--- config.mk ---
export PLATFORM = sky130hd
export DESIGN_NAME = sng_lfsr8
export DESIGN_NICKNAME = d
export VERILOG_FILES = /design/src/rtl/sng_lfsr8.sv
export SDC_FILE = /design/constraint.sdc
export NUM_CORES = 1
export LEC_CHECK = 0
export ABC_CLOCK_PERIOD_IN_PS = 4350
export CORE_ASPECT_RATIO = 1.1
export CORE_UTILIZATION = 45
export CTS_CLUSTER_DIAMETER = 200
export DETAILED_ROUTE_END_ITERATION = 16
export HOLD_SLACK_MARGIN = 0.02
export PLACE_DENSITY_LB_ADDON = 0.2
export SYNTH_ARGS = -nofsm -noshare
export SYNTH_HDL_FRONTEND = slang
export SYNTH_SLANG_ARGS = --single-unit
--- constraint.sdc ---
create_clock -name clk -period 4.35 [get_ports clk]
set_input_delay 1.305 -clock clk [delete_from_list [all_inputs] [get_ports clk]]
set_output_delay 1.305 -clock clk [all_outputs]
set_load 0.005 [all_outputs]
--- src/rtl/sng_lfsr8.sv ---
// rtl/sng_lfsr8.sv - binary-to-stochastic number generator, 256-cycle stream from an 8-bit value
// The full-period LFSR visits every 8-bit value once per stream, so (lfsr < x_reg) is true exactly x_reg times.
module sng_lfsr8 #(
  parameter logic [7:0] SEED = 8'h01
) (
  input  logic       clk,
  input  logic       rst,
  input  logic       start,
  input  logic [7:0] X,
  output logic       SN,
  output logic       sn_valid,
  output logic       busy,
  output logic       done
);

  typedef enum logic [1:0] {
    IDLE = 2'd0,
    RUN  = 2'd1,
    DONE = 2'd2
  } state_t;

  state_t     state;
  logic [7:0] lfsr;
  logic [7:0] x_reg;
  logic [7:0] cnt;
  logic       fb;
  logic [7:0] lfsr_next;

  // The all-zero-low-bits term splices 0x00 into the cycle between 0x80 and 0x01.
  always_comb begin
    fb        = lfsr[7] ^ lfsr[5] ^ lfsr[4] ^ lfsr[3] ^ (lfsr[6:0] == 7'd0);
    lfsr_next = {lfsr[6:0], fb};
  end

  always_ff @(posedge clk) begin
    if (rst) begin
      state <= IDLE;
      lfsr  <= SEED;
      x_reg <= 8'd0;
      cnt   <= 8'd0;
    end else begin
      case (state)
        IDLE: begin
          if (start) begin
            state <= RUN;
            x_reg <= X;
            lfsr  <= SEED;
            cnt   <= 8'd0;
          end
        end
        RUN: begin
          lfsr <= lfsr_next;
          cnt  <= cnt + 8'd1;
          if (cnt == 8'd255) begin
            state <= DONE;
          end
        end
        DONE: begin
          state <= IDLE;
        end
        default: begin
          state <= IDLE;
        end
      endcase
    end
  end

  assign sn_valid = (state == RUN);
  assign SN       = (state == RUN) && (lfsr < x_reg);
  assign done     = (state == DONE);
  assign busy     = (state != IDLE);

endmodule

== Word-level counts from Yosys, hierarchy flattened ==
Index checks and enable logic that the tools add are counted.

* Output and inout bits: 4
* Register bits after elaboration: 26
* Input port bits: 11

* Bitwise logic cells: 4
* Eq/ne operators: 5
* Add/subtract/negate cells: 1
* Muxes and demuxes: 7
* Reduce and logical (&&, ||, !) cells: 8
* Magnitude comparators: 1

{| class="wikitable"
|+ Operators with widths
! cell !! count
|-
| $pmux 8 s2 || 2
|-
| $mux 8 || 2
|-
| $add 8x1->8 const B || 1
|-
| $eq 8x8->1 const B || 1
|-
| $lt 8x8->1 || 1
|-
| $logic_not 7->1 || 1
|-
| $reduce_and 2->1 || 3
|-
| $mux 2 || 2
|-
| $pmux 2 s2 || 1
|-
| $reduce_bool 2->1 || 2
|-
| $xor 1x1->1 || 4
|-
| $eq 2x1->1 const B || 1
|-
| $eq 2x2->1 const B || 1
|-
| $logic_not 2->1 || 1
|-
| $ne 2x1->1 const B || 1
|-
| $ne 2x2->1 const B || 1
|-
| $logic_and 1x1->1 || 1
|}

== Logic depth before layout (Yosys ltp) ==
Gate-level depths: netlist of run 1.

* Depth after elaboration: 5
* Depth in mapped cells: 6
* Depth with buffers taken out: 6

== Least setup slack after synthesis of run 1 ==
Ideal clock, no wire load.

* Path type: register to output
* From: register lfsr[4]
* To: output SN
* Path buffers: 0
* Arrival: 1.187 ns
* Stages on the path, launching flop included: 6
* Required time: 3.045 ns
* Setup slack: 1.858 ns
* Cells stage by stage: dfxtp_1 ha_1 a21o_1 a21oi_1 o21ai_0 a31oi_1

* Cells in the longest elaborated chain, start to end: 2

{| class="wikitable"
|+ Ends and longest elaborated chain
! item !! RTL line !! text
|-
| start: declaration || 23 || <nowiki>logic [7:0] lfsr;</nowiki>
|-
| start signal: assignment || 52 || <nowiki>lfsr <= lfsr_next;</nowiki>
|-
| $lt 8x8->1 || 69 || <nowiki>assign SN = (state == RUN) && (lfsr < x_reg);</nowiki>
|-
| $logic_and 1x1->1 || 69 ||
|-
| end: declaration || 10 || <nowiki>output logic SN,</nowiki>
|}

No other way between the ends.

== Final worst setup path of run 1 ==
* From: register state[0]
* To: output SN

* Cells in the longest elaborated chain, start to end: 2

{| class="wikitable"
|+ Ends and longest elaborated chain
! item !! RTL line !! text
|-
| start: declaration || 22 || <nowiki>state_t state;</nowiki>
|-
| start signal: assignment || 37 || <nowiki>state <= IDLE;</nowiki>
|-
| start signal: assignment || 45 || <nowiki>state <= RUN;</nowiki>
|-
| start signal: assignment || 55 || <nowiki>state <= DONE;</nowiki>
|-
| $eq 2x1->1 || 69 ||
|-
| $logic_and 1x1->1 || 69 ||
|}

No other way between the ends.

==> results by group, run 1 <==
Run status
  – Run status: complete, no violations

Worst hold path
  – Hold Crit Class: reg2reg

Yosys
  – Share of Yosys cell area claimed by the top area cell type: 40.7%
  – Net count after synthesis: 177
  – Synth cell types: 33
  – Fraction of the yosys area taken by sequential cells: 40.7%
  – Most used flip-flop cell after synthesis: sky130_fd_sc_hd__dfxtp_1
  – FFs w/ async S/R, synth: 0%
  – Top-count cell post-synth: sky130_fd_sc_hd__nand2_1
  – Count of flip-flops with a built-in enable after synthesis: 0
  – Dominant cell type by area after synthesis: sky130_fd_sc_hd__dfxtp_1
  – Number of synthesized register bits: 26
  – Instance count of the mapped netlist: 158
  – Netlist Area Pre-Place: 1280 µm²
  – Top cells by area in the synthesized netlist: sky130_fd_sc_hd__dfxtp_1 (41%), sky130_fd_sc_hd__a21oi_1 (9.4%), sky130_fd_sc_hd__nand2_1 (8.2%)
  – Avg Cell Area, Syn: 8.09 µm²
  – Warnings, synthesis: 0
  – Synth top cells by count: sky130_fd_sc_hd__nand2_1 (28), sky130_fd_sc_hd__dfxtp_1 (26), sky130_fd_sc_hd__a21oi_1 (24), sky130_fd_sc_hd__nand3_1 (11), sky130_fd_sc_hd__nor2_1 (10)

Drt
  – Detailed-route via count: 1097
  – Post-detailed-route via-to-cell ratio: 5.49
  – Drt pass-1 iters: 4
  – Antenna Violating Nets Remaining: 0
  – Number of DRC violations after detailed-routing iteration 0: 43
  – Total DRC errors in the routed layout: 0
  – Final routed wire length divided by cell count: 13.1 µm
  – Overall routed net length: 2610 µm

Power and ir drop
  – Clock Power Share: 34.5%
  – Largest vdd supply drop: 0.171 mV
  – Pint: 368 µW
  – Leakage power total: 0.530 nW
  – Sw Pwr: 114 µW
  – Switching share of power: 23.7%
  – Overall power after layout: 482 µW
  – Logic pwr share: 12.7%
  – Seq pwr share: 52.7%
  – Power per unit of standard cell area: 327 nW/µm²

Setup path
  – Biggest fanout along the worst timing path: 18
  – Worst setup path category: reg2out
  – Category of the worst setup path capture point: output pin
  – Reg2reg start: state[1]$_SDFFE_PP0P_
  – Critical path endpoint: SN
  – Cells on worst reg2reg path: 4
  – Worst reg-to-reg setup slack: 2.59 ns
  – Required time reported for the critical path endpoint: 3.04 ns
  – Arrival time worst endpoint: 2.30 ns
  – Worst R2R End: cnt[6]$_SDFFE_PP0P_
  – Worst setup path startpoint: state[0]$_SDFFE_PP0P_
  – Worst Setup Start Kind: flop

Placed design
  – Post-placement cell area: 1420 µm²
  – Count of input and output buffers: 14
  – Worst slack after detailed placement: 1.11 ns
  – Final HPWL from detailed placement: 1800 µm
  – Instance count after placement with tap cells included: 196
  – Final weighted congestion in routability-driven placement: 0.777

Floorplanning
  – Die area: 3060 µm²
  – Starting density of the core: 49.3%
  – Height of the die: 57.9 µm
  – I/O pin total: 15
  – Area of the core: 2590 µm²
  – Placement Rows: 19
  – Die W: 52.8 µm

Clock network
  – CTS H-tree lvls: 1
  – Latest clock arrival within the worst-skew pair: 0.33 ns
  – TritonCTS clock tree: built
  – Clock sink count: 26
  – Total of hold buffers inserted after clock tree synthesis: 0
  – Maximum count of clock buffers along a single path: 2
  – Post-CTS repair timing setup buffer count: 0
  – Post-cts resize count: 0
  – Clk Tree Root Cell: sky130_fd_sc_hd__clkbuf_4
  – Number of CTS-inserted buffers: 3
  – Worst-path clk slew: 0.15 ns

STA
  – Final worst clock skew: 0.0170 ns
  – Final count of hold timing violations: 0
  – Number of max-slew violations in the final report: 0
  – Post-layout worst setup margin: 0.745 ns
  – Clock period minus final worst setup slack: 3.60 ns
  – Worst-Margin Slew: 0.917 ns
  – Worst hold margin: 0.467 ns
  – Setup violations, final: 0
  – Portion of the clock cycle consumed by the worst path in the final layout: 82.9%
  – Max Fclk: 277 MHz
  – Worst-case headroom to the max-slew limit: 38.7%
  – Unrepaired setup endpoints after global routing: false
  – Setup TNS: 0 ns

Finish
  – Layout fillers: 238
  – Area used by sequential logic in the layout: 520 µm²
  – Layout Cell Area excl Fill: 1470 µm²
  – Synth-to-layout area growth: 15.3%
  – Net count reported at finish: 189
  – Share of final-layout standard cells stronger than drive strength 1: 5.92%
  – Count of inserted antenna diode cells: 0
  – Multi-input combinational cell area: 687 µm²
  – Non-Filler Instances: 200
  – Utilization after layout: 56.8%

Global routing
  – Maximum number of pins on one net before global-route repair: 27
  – Vias in the first global route: 1011
  – Number of antenna violations at the first check in global routing: 0
  – Global-route congestion overflow total: 0
  – Total Routing Usage GR: 19.9%
  – Wire length of the first global-routing pass: 4570 µm

Run
  – Maxcap violations: 0
-- power by group through the flow --
stage	combinational, mW	clock, mW	sequential [mW]
6_report	0.0614	0.167	0.254
4_1_cts	0.0619	0.173	0.254
5_1_grt	0.0695	0.179	0.255
3_5_place_dp	0.0616	0	0.259
2_1_floorplan	0.0415	0	0.257
3_3_place_gp	0.0601	0	0.259
-- cells in the final DEF (no fill, tap or decap), types with 2 or more instances in the layout --
master and count:
sky130_fd_sc_hd__nand3b_1 2, sky130_fd_sc_hd__ha_1 8, sky130_fd_sc_hd__a31oi_1 2, sky130_fd_sc_hd__nand2b_1 2
sky130_fd_sc_hd__dfxtp_1 26, sky130_fd_sc_hd__inv_1 8, sky130_fd_sc_hd__nor2_1 10, sky130_fd_sc_hd__o21ai_0 5
sky130_fd_sc_hd__nand3_1 11, sky130_fd_sc_hd__nand2_1 28, sky130_fd_sc_hd__clkdlybuf4s50_1 14, sky130_fd_sc_hd__xnor2_1 3
sky130_fd_sc_hd__or2_2 2, sky130_fd_sc_hd__a311oi_1 2, sky130_fd_sc_hd__a21o_1 2, sky130_fd_sc_hd__clkbuf_4 3
sky130_fd_sc_hd__a21oi_1 24, sky130_fd_sc_hd__a211oi_1 3
-- metal layers --
metal	global-route usage [%]	routed length, µm	up-vias
met4	6.77	16	0
met5	0	0	-
met1	28.8	1310	504
met3	2.36	76	2
li1	-	-	571
met2	30.2	1210	20
-- logic make-up after synthesis --
family                   Yosys count  synth area share (%)
buffers and inverters             16                  5.48
adder cells (fa/ha/maj)            8                  7.84
AND/OR/NAND/NOR                   62                  24.1
AO/OA/AOI/OAI                     42                  19.1
flip-flops                        26                  40.7
XOR/XNOR                           4                  2.74
-- layout make-up --
type                    count  area share (%)
multi-input cells         116            46.6
flip-flops and latches     26            35.3
repair buffers             14            9.52
well taps                  31            2.63
inverters                   9            2.29
clock inverters             1            2.04
clock buffers               3            1.53
-- critical path: stages (launching register included) --
cell                              delay, ns
sky130_fd_sc_hd__dfxtp_1               0.45
sky130_fd_sc_hd__nand2b_1              0.39
sky130_fd_sc_hd__inv_2                 0.40
sky130_fd_sc_hd__nand2_1               0.08
sky130_fd_sc_hd__a31oi_1               0.15
sky130_fd_sc_hd__clkdlybuf4s50_1       0.52
-- worst min-delay path by stage --
stage                                      from                     to  slack [ns]  depth (start not counted)
after floorplan           x_reg[1]$_SDFFE_PP0P_  x_reg[1]$_SDFFE_PP0P_        0.44                          2
after global placement    x_reg[1]$_SDFFE_PP0P_  x_reg[1]$_SDFFE_PP0P_        0.44                          2
after detailed placement  x_reg[6]$_SDFFE_PP0P_  x_reg[6]$_SDFFE_PP0P_        0.45                          2
after CTS                 x_reg[6]$_SDFFE_PP0P_  x_reg[6]$_SDFFE_PP0P_        0.47                          2
after global routing      x_reg[7]$_SDFFE_PP0P_  x_reg[7]$_SDFFE_PP0P_        0.48                          2
final                     x_reg[6]$_SDFFE_PP0P_  x_reg[6]$_SDFFE_PP0P_        0.47                          2
Power figures use the tool's default switching activity.
==> inputs of run 2 (changes only) <==
--- a/config.mk
+++ b/config.mk
@@ -5,7 +5,7 @@
 export SDC_FILE = /design/constraint.sdc
 export NUM_CORES = 1
 export LEC_CHECK = 0
-export ABC_CLOCK_PERIOD_IN_PS = 4350
+export ABC_CLOCK_PERIOD_IN_PS = 2950
 export CORE_ASPECT_RATIO = 1.1
 export CORE_UTILIZATION = 45
 export CTS_CLUSTER_DIAMETER = 200
==> constraint.sdc (replaced) <==
create_clock -name clk -period 2.95 [get_ports clk]
set_input_delay 0.885 -clock clk [delete_from_list [all_inputs] [get_ports clk]]
set_output_delay 0.885 -clock clk [all_outputs]
set_load 0.005 [all_outputs]
==> run 2 against run 1 <==
Net effect:
- register-to-register slack got worse by 1.1 ns
- global-route usage is 0.45 points lower
- via count up 2.0%
- clock power grew 9.6%
- setup slack worse by 0.52 ns
- cell count up 1.5%
- total power rose by 35%
- hold slack got worse by 0.0012 ns
- non-clock buffer count is 3 higher
==> results by group, run 2 (synthesis gave the netlist of run 1 again) <==
Clock network
  – Clk Tree Root Cell: sky130_fd_sc_hd__clkbuf_4
  – Clock sink count: 26 (unchanged)
  – Maximum count of clock buffers along a single path: 2 (unchanged)
  – Post-CTS repair timing setup buffer count: 0 (unchanged)
  – Worst-path clk slew: 0.15 ns (about the same)
  – CTS H-tree lvls: 1 (unchanged)
  – Number of CTS-inserted buffers: 3 (unchanged)
  – Latest clock arrival within the worst-skew pair: 0.32 ns (about the same)
  – TritonCTS clock tree: built

Drt
  – Total DRC errors in the routed layout: 0 (unchanged)
  – Final routed wire length divided by cell count: 13.1 µm (+0.22%)
  – Number of DRC violations after detailed-routing iteration 0: 36 (-16%)
  – Overall routed net length: 2660 µm (+1.7%)
  – Met3 layer wire length in the routed design: 60 µm (-21%)
  – Total routed wire length on the met1 layer: 1370 µm (+5.1%)
  – Post-detailed-route via-to-cell ratio: 5.51 (+0.50%)
  – Uppermost metal layer occupied by signal nets: met4
  – Drt pass-1 iters: 5 (+1)
  – Detailed-route via count: 1119 (+2.0%)
  – Antenna Violating Nets Remaining: 0 (unchanged)
  – Sum of met2 wire segment lengths after detailed routing: 1210 µm (-0.74%)

Floorplanning
  – Placement Rows: 19 (unchanged)
  – Area of the core: 2590 µm² (unchanged)
  – Starting density of the core: 49.3% (unchanged)
  – I/O pin total: 15 (unchanged)
  – Die W: 52.8 µm (unchanged)
  – Die area: 3060 µm² (unchanged)
  – Height of the die: 57.9 µm (unchanged)

Finish
  – Layout Cell Area excl Fill: 1480 µm² (+0.68%)
  – Synth-to-layout area growth: 16.1%
  – Net count reported at finish: 192 (+1.6%)
  – Area used by sequential logic in the layout: 526 µm² (+0.96%)
  – Utilization after layout: 57.2% (+0.39 points)
  – Leading cell type in the layout, fill and taps excluded: sky130_fd_sc_hd__nand2_1
  – Count of inserted antenna diode cells: 0 (unchanged)
  – Multi-input combinational cell area: 687 µm² (unchanged)
  – Layout fillers: 242 (+1.7%)
  – Share of final-layout standard cells stronger than drive strength 1: 8.72% (+2.8 points)
  – Most frequent cells in the layout: sky130_fd_sc_hd__nand2_1 (28), sky130_fd_sc_hd__a21oi_1 (24), sky130_fd_sc_hd__dfxtp_1 (24), sky130_fd_sc_hd__clkdlybuf4s50_1 (13), sky130_fd_sc_hd__nand3_1 (11)
  – Non-Filler Instances: 203 (+1.5%)

Setup path
  – Category of the worst setup path capture point: output pin
  – Worst Setup Start Kind: flop
  – Critical path cell sequence: ha_1, a21o_1, a21oi_1, o21ai_0, a31oi_1, dlygate4sd2_1
  – Reg2reg start: state[0]$_SDFFE_PP0P_
  – Worst-path cell with the longest stage delay: sky130_fd_sc_hd__dfxtp_4
  – Biggest fanout along the worst timing path: 5 (-13)
  – Worst setup path category: reg2out
  – Crit path max-delay family: compound AO/OA/AOI/OAI gates
  – Highest cell delay on the worst timing path: 0.39 ns (-0.13 ns)
  – Worst R2R End: cnt[7]$_SDFFE_PP0P_
  – Bufs and invs on worst path: 1 (-1)
  – Required time reported for the critical path endpoint: 2.07 ns (-0.97 ns)
  – Count of cell instances traversed by the critical path: 6 (+1)
  – Worst reg-to-reg setup slack: 1.48 ns (-1.11 ns)
  – Cells on worst reg2reg path: 4 (unchanged)
  – Critical path endpoint: SN
  – Worst setup path startpoint: lfsr[4]$_SDFFE_PP0P_
  – Arrival time worst endpoint: 1.84 ns (-0.46 ns)

STA
  – Portion of the clock cycle consumed by the worst path in the final layout: 92.5%
  – Final worst clock skew: 0.00731 ns (-0.00971 ns)
  – Final count of hold timing violations: 0 (unchanged)
  – Setup violations, final: 0 (unchanged)
  – Setup TNS: 0 ns (unchanged)
  – Max Fclk: 366 MHz
  – Worst-Margin Slew: 0.640 ns (-0.277 ns)
  – Number of max-slew violations in the final report: 0 (unchanged)
  – Clock period minus final worst setup slack: 2.73 ns
  – Post-layout worst setup margin: 0.220 ns (-0.525 ns)
  – Worst-case headroom to the max-slew limit: 57.1% (+18 points)
  – Unrepaired setup endpoints after global routing: false

Global routing
  – Number of antenna violations at the first check in global routing: 0 (unchanged)
  – Total Routing Usage GR: 19.4% (-0.45 points)
  – Global-route congestion overflow total: 0 (unchanged)
  – Wire length of the first global-routing pass: 4420 µm (-3.3%)
  – Maximum number of pins on one net before global-route repair: 19 (-30%)
  – Vias in the first global route: 1005 (-0.59%)

Placed design
  – Final HPWL from detailed placement: 1800 µm (+0.12%)
  – Count of input and output buffers: 14 (unchanged)
  – Final weighted congestion in routability-driven placement: 0.786 (+1.1%)
  – Worst slack after detailed placement: 0.271 ns (-0.835 ns)
  – Post-placement cell area: 1440 µm² (+1.6%)
  – Instance count after placement with tap cells included: 199 (+1.5%)

Power and ir drop
  – Largest vdd supply drop: 0.284 mV (+66%)
  – Switching share of power: 25.9% (+2.2 points)
  – Sw Pwr: 169 µW (+48%)
  – Leakage power total: 0.542 nW (+2.2%)
  – Power per unit of standard cell area: 439 nW/µm² (+34%)
  – Pint: 482 µW (+31%)
  – Clock Power Share: 28.1% (-6.4 points)
  – Seq pwr share: 57.3% (+4.6 points)
  – Logic pwr share: 14.6% (+1.9 points)

Worst hold path
  – Hold wc startpoint: x_reg[7]$_SDFFE_PP0P_
  – Hold Crit Class: reg2reg

Run
  – Maxcap violations: 0 (unchanged)

Run status
  – Run status: complete, no violations
## run 2: changes by cell type in the layout (fill, tap and decap cells not counted), sizes merged
cell           previous run  this run
dlygate4sd2               0         1
clkdlybuf4s50            14        13
clkbuf                    3         4
buf                       0         3
bufinv                    1         0
## run 2: area by class of cell
class	instances	area share (%)
Multi-Input combinational cell	116	46.3
Sequential cell	26	35.4
Timing Repair Buffer	17	10.9
Tap cell	31	2.62
Clock buffer	4	2.45
Inverter	9	2.28
## run 2: metal layers
metal / global-route usage (%) / up-vias
met1: 28.0 / 515
met2: 29.1 / 17
li1: - / 585
met5: 0 / -
met3: 2.36 / 2
met4: 7.89 / 0
## run 2: through the flow
step	total power [mW]	hold WS (ns)
detailed placement	0.478	0.450
floorplan	0.441	0.436
CTS	0.656	0.469
finish	0.651	0.466
global placement	0.475	0.445
global route	0.690	0.492
## run 2: how the worst min path moves through the flow
stage                                        to  depth (start not counted)
after floorplan           x_reg[1]$_SDFFE_PP0P_                          2
after global placement    x_reg[2]$_SDFFE_PP0P_                          2
after detailed placement  x_reg[2]$_SDFFE_PP0P_                          2
after CTS                 x_reg[2]$_SDFFE_PP0P_                          2
after global routing      x_reg[1]$_SDFFE_PP0P_                          2
final                     x_reg[7]$_SDFFE_PP0P_                          2
## run 2: power by group through the flow
stage / combinational (mW) / clock [mW] / sequential [mW]
6_report: 0.0951 / 0.183 / 0.373
5_1_grt: 0.106 / 0.208 / 0.376
4_1_cts: 0.0951 / 0.188 / 0.373
3_5_place_dp: 0.0958 / 0 / 0.382
3_3_place_gp: 0.0941 / 0 / 0.381
2_1_floorplan: 0.0612 / 0 / 0.379
## run 2: tightest hold or removal path, cell delays in order, from the launching register on
cell                      delay (ns)
sky130_fd_sc_hd__dfxtp_1        0.34
sky130_fd_sc_hd__nand2_1        0.05
sky130_fd_sc_hd__a21oi_1        0.05
## run 2: what timing repair did
item	4_1_cts	5_1_grt
setup endpoints to repair	1	0
resized for setup	4	0
hold buffers	0	0
==> inputs of run 3 (changes only) <==
--- a/config.mk
+++ b/config.mk
@@ -5,9 +5,10 @@
 export SDC_FILE = /design/constraint.sdc
 export NUM_CORES = 1
 export LEC_CHECK = 0
+export ABC_AREA = 1
 export ABC_CLOCK_PERIOD_IN_PS = 2950
 export CORE_ASPECT_RATIO = 1.1
-export CORE_UTILIZATION = 45
+export CORE_UTILIZATION = 50
 export CTS_CLUSTER_DIAMETER = 200
 export DETAILED_ROUTE_END_ITERATION = 16
 export HOLD_SLACK_MARGIN = 0.02
==> run 3 against run 2 <==
Net effect:
- wire length up 13%
- synthesized area up 9.7%
- total power down 1.6%
- combinational power up 23%
- die area down 1.2%
- largest power group unchanged
==> results by group, run 3 <==
Clock network
  – Clk Tree Root Cell: sky130_fd_sc_hd__clkbuf_4
  – TritonCTS clock tree: built
  – CTS H-tree lvls: 1 (unchanged)
  – Latest clock arrival within the worst-skew pair: 0.32 ns (about the same)
  – Post-CTS repair timing setup buffer count: 0 (unchanged)
  – Worst-path clk slew: 0.14 ns (about the same)
  – Post-cts resize count: 0 (-4)
  – Total of hold buffers inserted after clock tree synthesis: 0 (unchanged)
  – Maximum count of clock buffers along a single path: 2 (unchanged)
  – Clock sink count: 26 (unchanged)
  – Number of CTS-inserted buffers: 3 (unchanged)

STA
  – Unrepaired setup endpoints after global routing: false
  – Post-layout worst setup margin: 0.120 ns (-0.101 ns)
  – Worst-case headroom to the max-slew limit: 80.8% (+24 points)
  – Worst-Margin Slew: 0.288 ns (-0.352 ns)
  – Final count of hold timing violations: 0 (unchanged)
  – Max Fclk: 353 MHz (-3.6%)
  – Setup violations, final: 0 (unchanged)
  – Final worst clock skew: 0.00469 ns (-0.00263 ns)
  – Number of max-slew violations in the final report: 0 (unchanged)
  – Portion of the clock cycle consumed by the worst path in the final layout: 95.9% (+3.4 points)
  – Clock period minus final worst setup slack: 2.83 ns (+0.101 ns)
  – Setup TNS: 0 ns (unchanged)

Yosys
  – Number of synthesized register bits: 26 (unchanged)
  – Count of flip-flops with a built-in enable after synthesis: 0 (unchanged)
  – Dominant cell type by area after synthesis: sky130_fd_sc_hd__dfxtp_1
  – Synth top cells by count: sky130_fd_sc_hd__nand2_1 (40), sky130_fd_sc_hd__dfxtp_1 (26), sky130_fd_sc_hd__inv_1 (25), sky130_fd_sc_hd__nor2_1 (18), sky130_fd_sc_hd__o21ai_0 (15)
  – Fraction of the yosys area taken by sequential cells: 37.1% (-3.6 points)
  – Netlist Area Pre-Place: 1400 µm² (+9.7%)
  – Synth cell types: 25 (-24%)
  – Instance count of the mapped netlist: 191 (+21%)
  – Warnings, synthesis: 0 (unchanged)
  – Most used flip-flop cell after synthesis: sky130_fd_sc_hd__dfxtp_1
  – Avg Cell Area, Syn: 7.34 µm² (-9.3%)
  – Share of Yosys cell area claimed by the top area cell type: 37.1% (-3.6 points)
  – FFs w/ async S/R, synth: 0% (unchanged)
  – Net count after synthesis: 210 (+19%)
  – Top-count cell post-synth: sky130_fd_sc_hd__nand2_1
  – Top cells by area in the synthesized netlist: sky130_fd_sc_hd__dfxtp_1 (37%), sky130_fd_sc_hd__nand2_1 (11%), sky130_fd_sc_hd__ha_1 (7.1%)

Finish
  – Leading cell type in the layout, fill and taps excluded: sky130_fd_sc_hd__nand2_1
  – Share of final-layout standard cells stronger than drive strength 1: 12.1% (+3.4 points)
  – Net count reported at finish: 227 (+18%)
  – Count of inserted antenna diode cells: 0 (unchanged)
  – Synth-to-layout area growth: 13.0%
  – Most frequent cells in the layout: sky130_fd_sc_hd__nand2_1 (40), sky130_fd_sc_hd__inv_1 (25), sky130_fd_sc_hd__dfxtp_1 (24), sky130_fd_sc_hd__nor2_1 (18), sky130_fd_sc_hd__o21ai_0 (15)

Global routing
  – Met2 Usage GRT: 40.0% (+11 points)
  – Vias in the first global route: 1167 (+16%)
  – Maximum number of pins on one net before global-route repair: 17 (-2)
  – Global-route congestion overflow total: 0 (unchanged)
  – Number of antenna violations at the first check in global routing: 0 (unchanged)
  – Wire length of the first global-routing pass: 5000 µm (+13%)
  – Most congested layer reported by global routing: met2
  – Met1 demand-to-capacity share in global routing: 26.0% (-2.0 points)
  – Total Routing Usage GR: 22.3% (+2.8 points)
  – Met3 GRT Util: 2.40% (+0.038 points)

Drt
  – Drt pass-1 iters: 7 (+2)
  – Total DRC errors in the routed layout: 0 (unchanged)
  – Antenna Violating Nets Remaining: 0 (unchanged)
  – Final routed wire length divided by cell count: 12.7 µm (-3.0%)
  – Overall routed net length: 3010 µm (+13%)
  – Number of DRC violations after detailed-routing iteration 0: 34 (-5.6%)
  – Post-detailed-route via-to-cell ratio: 5.44 (-1.3%)
  – Detailed-route via count: 1290 (+15%)

Placed design
  – Count of input and output buffers: 14 (unchanged)
  – Final HPWL from detailed placement: 2220 µm (+23%)
  – Final weighted congestion in routability-driven placement: 0.916 (+17%)
  – Worst slack after detailed placement: 0.445 ns (+0.174 ns)

Run
  – Maxcap violations: 0 (unchanged)

Setup path
  – Cells on worst reg2reg path: 6 (+2)
  – Required time reported for the critical path endpoint: 2.07 ns (about the same)
  – Worst setup path startpoint: lfsr[7]$_SDFFE_PP0P_
  – Worst reg-to-reg setup slack: 1.61 ns (+0.13 ns)
  – Worst Setup Start Kind: flop
  – Arrival time worst endpoint: 1.95 ns (+0.11 ns)
  – Worst R2R End: state[0]$_SDFFE_PP0P_
  – Critical path endpoint: SN
  – Worst setup path category: reg2out
  – Biggest fanout along the worst timing path: 5 (unchanged)
  – Reg2reg start: cnt[0]$_SDFFE_PP0P_
  – Category of the worst setup path capture point: output pin

Floorplanning
  – Die area: 3020 µm² (-1.2%)
  – Height of the die: 57.5 µm (-0.61%)
  – Die W: 52.5 µm (-0.62%)
  – Starting density of the core: 54.6% (+5.3 points)
  – Area of the core: 2570 µm² (-0.92%)
  – Placement Rows: 19 (unchanged)
  – I/O pin total: 15 (unchanged)

Power and ir drop
  – Leakage power total: 0.649 nW (+20%)
  – Clock Power Share: 23.7% (-4.4 points)
  – Seq pwr share: 58.1% (+0.8 points)
  – Logic pwr share: 18.2% (+3.6 points)
  – Largest vdd supply drop: 0.268 mV (-5.5%)
  – Sw Pwr: 179 µW (+6.1%)
  – Pint: 462 µW (-4.3%)
  – Power per unit of standard cell area: 405 nW/µm² (-7.9%)
  – Switching share of power: 28.0% (+2.0 points)

Run status
  – Run status: complete, no violations

Worst hold path
  – Hold Crit Class: reg2reg
[run 3: changes by cell type after synthesis, moves of 3 or more]
cell / delta
sky130_fd_sc_hd__inv_1: +17
sky130_fd_sc_hd__a21oi_1: -12
sky130_fd_sc_hd__nand2_1: +12
sky130_fd_sc_hd__o21ai_0: +10
sky130_fd_sc_hd__nor2_1: +8
sky130_fd_sc_hd__a21oi_2: +5
sky130_fd_sc_hd__nand2_2: +4
sky130_fd_sc_hd__a22oi_1: +3
sky130_fd_sc_hd__clkbuf_1: -3
sky130_fd_sc_hd__xnor2_1: -3
[run 3: per-layer routing]
| metal | up-vias | routed length, µm | part of all wire, % |
|---|---|---|---|
| li1 | 648 | - | - |
| met1 | 591 | 1300 | 43 |
| met2 | 41 | 1510 | 50 |
| met4 | 0 | 54 | 1.8 |
| met5 | - | 0 | 0 |
| met3 | 10 | 141 | 4.7 |
[run 3: cell families after synthesis]
group | after synthesis | synth area share, %
AO/OA/AOI/OAI | 40 | 16.5
adder cells (fa/ha/maj) | 8 | 7.14
buffers and inverters | 33 | 10.6
flip-flops | 26 | 37.1
AND/OR/NAND/NOR | 84 | 28.6
[run 3: metrics by stage]
step	utilization, %	power, mW	cells	area, µm²	hold slack (ns)
after detailed placement	60.7	0.496	234	1560	0.455
after global placement	60.7	0.492	234	1560	0.446
final	61.7	0.641	237	1580	0.468
after CTS	61.6	0.648	237	1580	0.475
after global routing	61.7	0.677	237	1580	0.486
after floorplan	-	0.461	191	1400	0.433
[run 3: cell type report]
class                   count  area (µm²)
fillers                   238         983
inverters                  28         105
multi-input cells         132         732
clock buffers               3        22.5
repair buffers             17         163
flip-flops and latches     26         523
well taps                  31        38.8
[run 3: power by group through the flow]
stage / clock network [mW] / logic [mW] / registers [mW]
after floorplan: 0 / 0.0822 / 0.379
after global placement: 0 / 0.112 / 0.380
after detailed placement: 0 / 0.116 / 0.380
after CTS: 0.159 / 0.116 / 0.373
after global routing: 0.173 / 0.130 / 0.374
final: 0.152 / 0.117 / 0.372
[run 3: critical path, cell delays in order (launching register included)]
cell,delay (ns)
sky130_fd_sc_hd__dfxtp_2,0.37
sky130_fd_sc_hd__ha_1,0.31
sky130_fd_sc_hd__a21oi_1,0.15
sky130_fd_sc_hd__o21a_1,0.13
sky130_fd_sc_hd__nand2_1,0.05
sky130_fd_sc_hd__nor2_1,0.09
sky130_fd_sc_hd__clkdlybuf4s50_1,0.52
[run 3: worst min path at each step]
stage,start,end,slack (ns),depth (start not counted)
floorplan,x_reg[2]$_SDFFE_PP0P_,x_reg[2]$_SDFFE_PP0P_,0.43,2
global placement,x_reg[7]$_SDFFE_PP0P_,x_reg[7]$_SDFFE_PP0P_,0.45,2
detailed placement,x_reg[3]$_SDFFE_PP0P_,x_reg[3]$_SDFFE_PP0P_,0.45,2
CTS,x_reg[2]$_SDFFE_PP0P_,x_reg[2]$_SDFFE_PP0P_,0.47,2
global route,x_reg[3]$_SDFFE_PP0P_,x_reg[3]$_SDFFE_PP0P_,0.49,2
finish,x_reg[3]$_SDFFE_PP0P_,x_reg[3]$_SDFFE_PP0P_,0.47,2
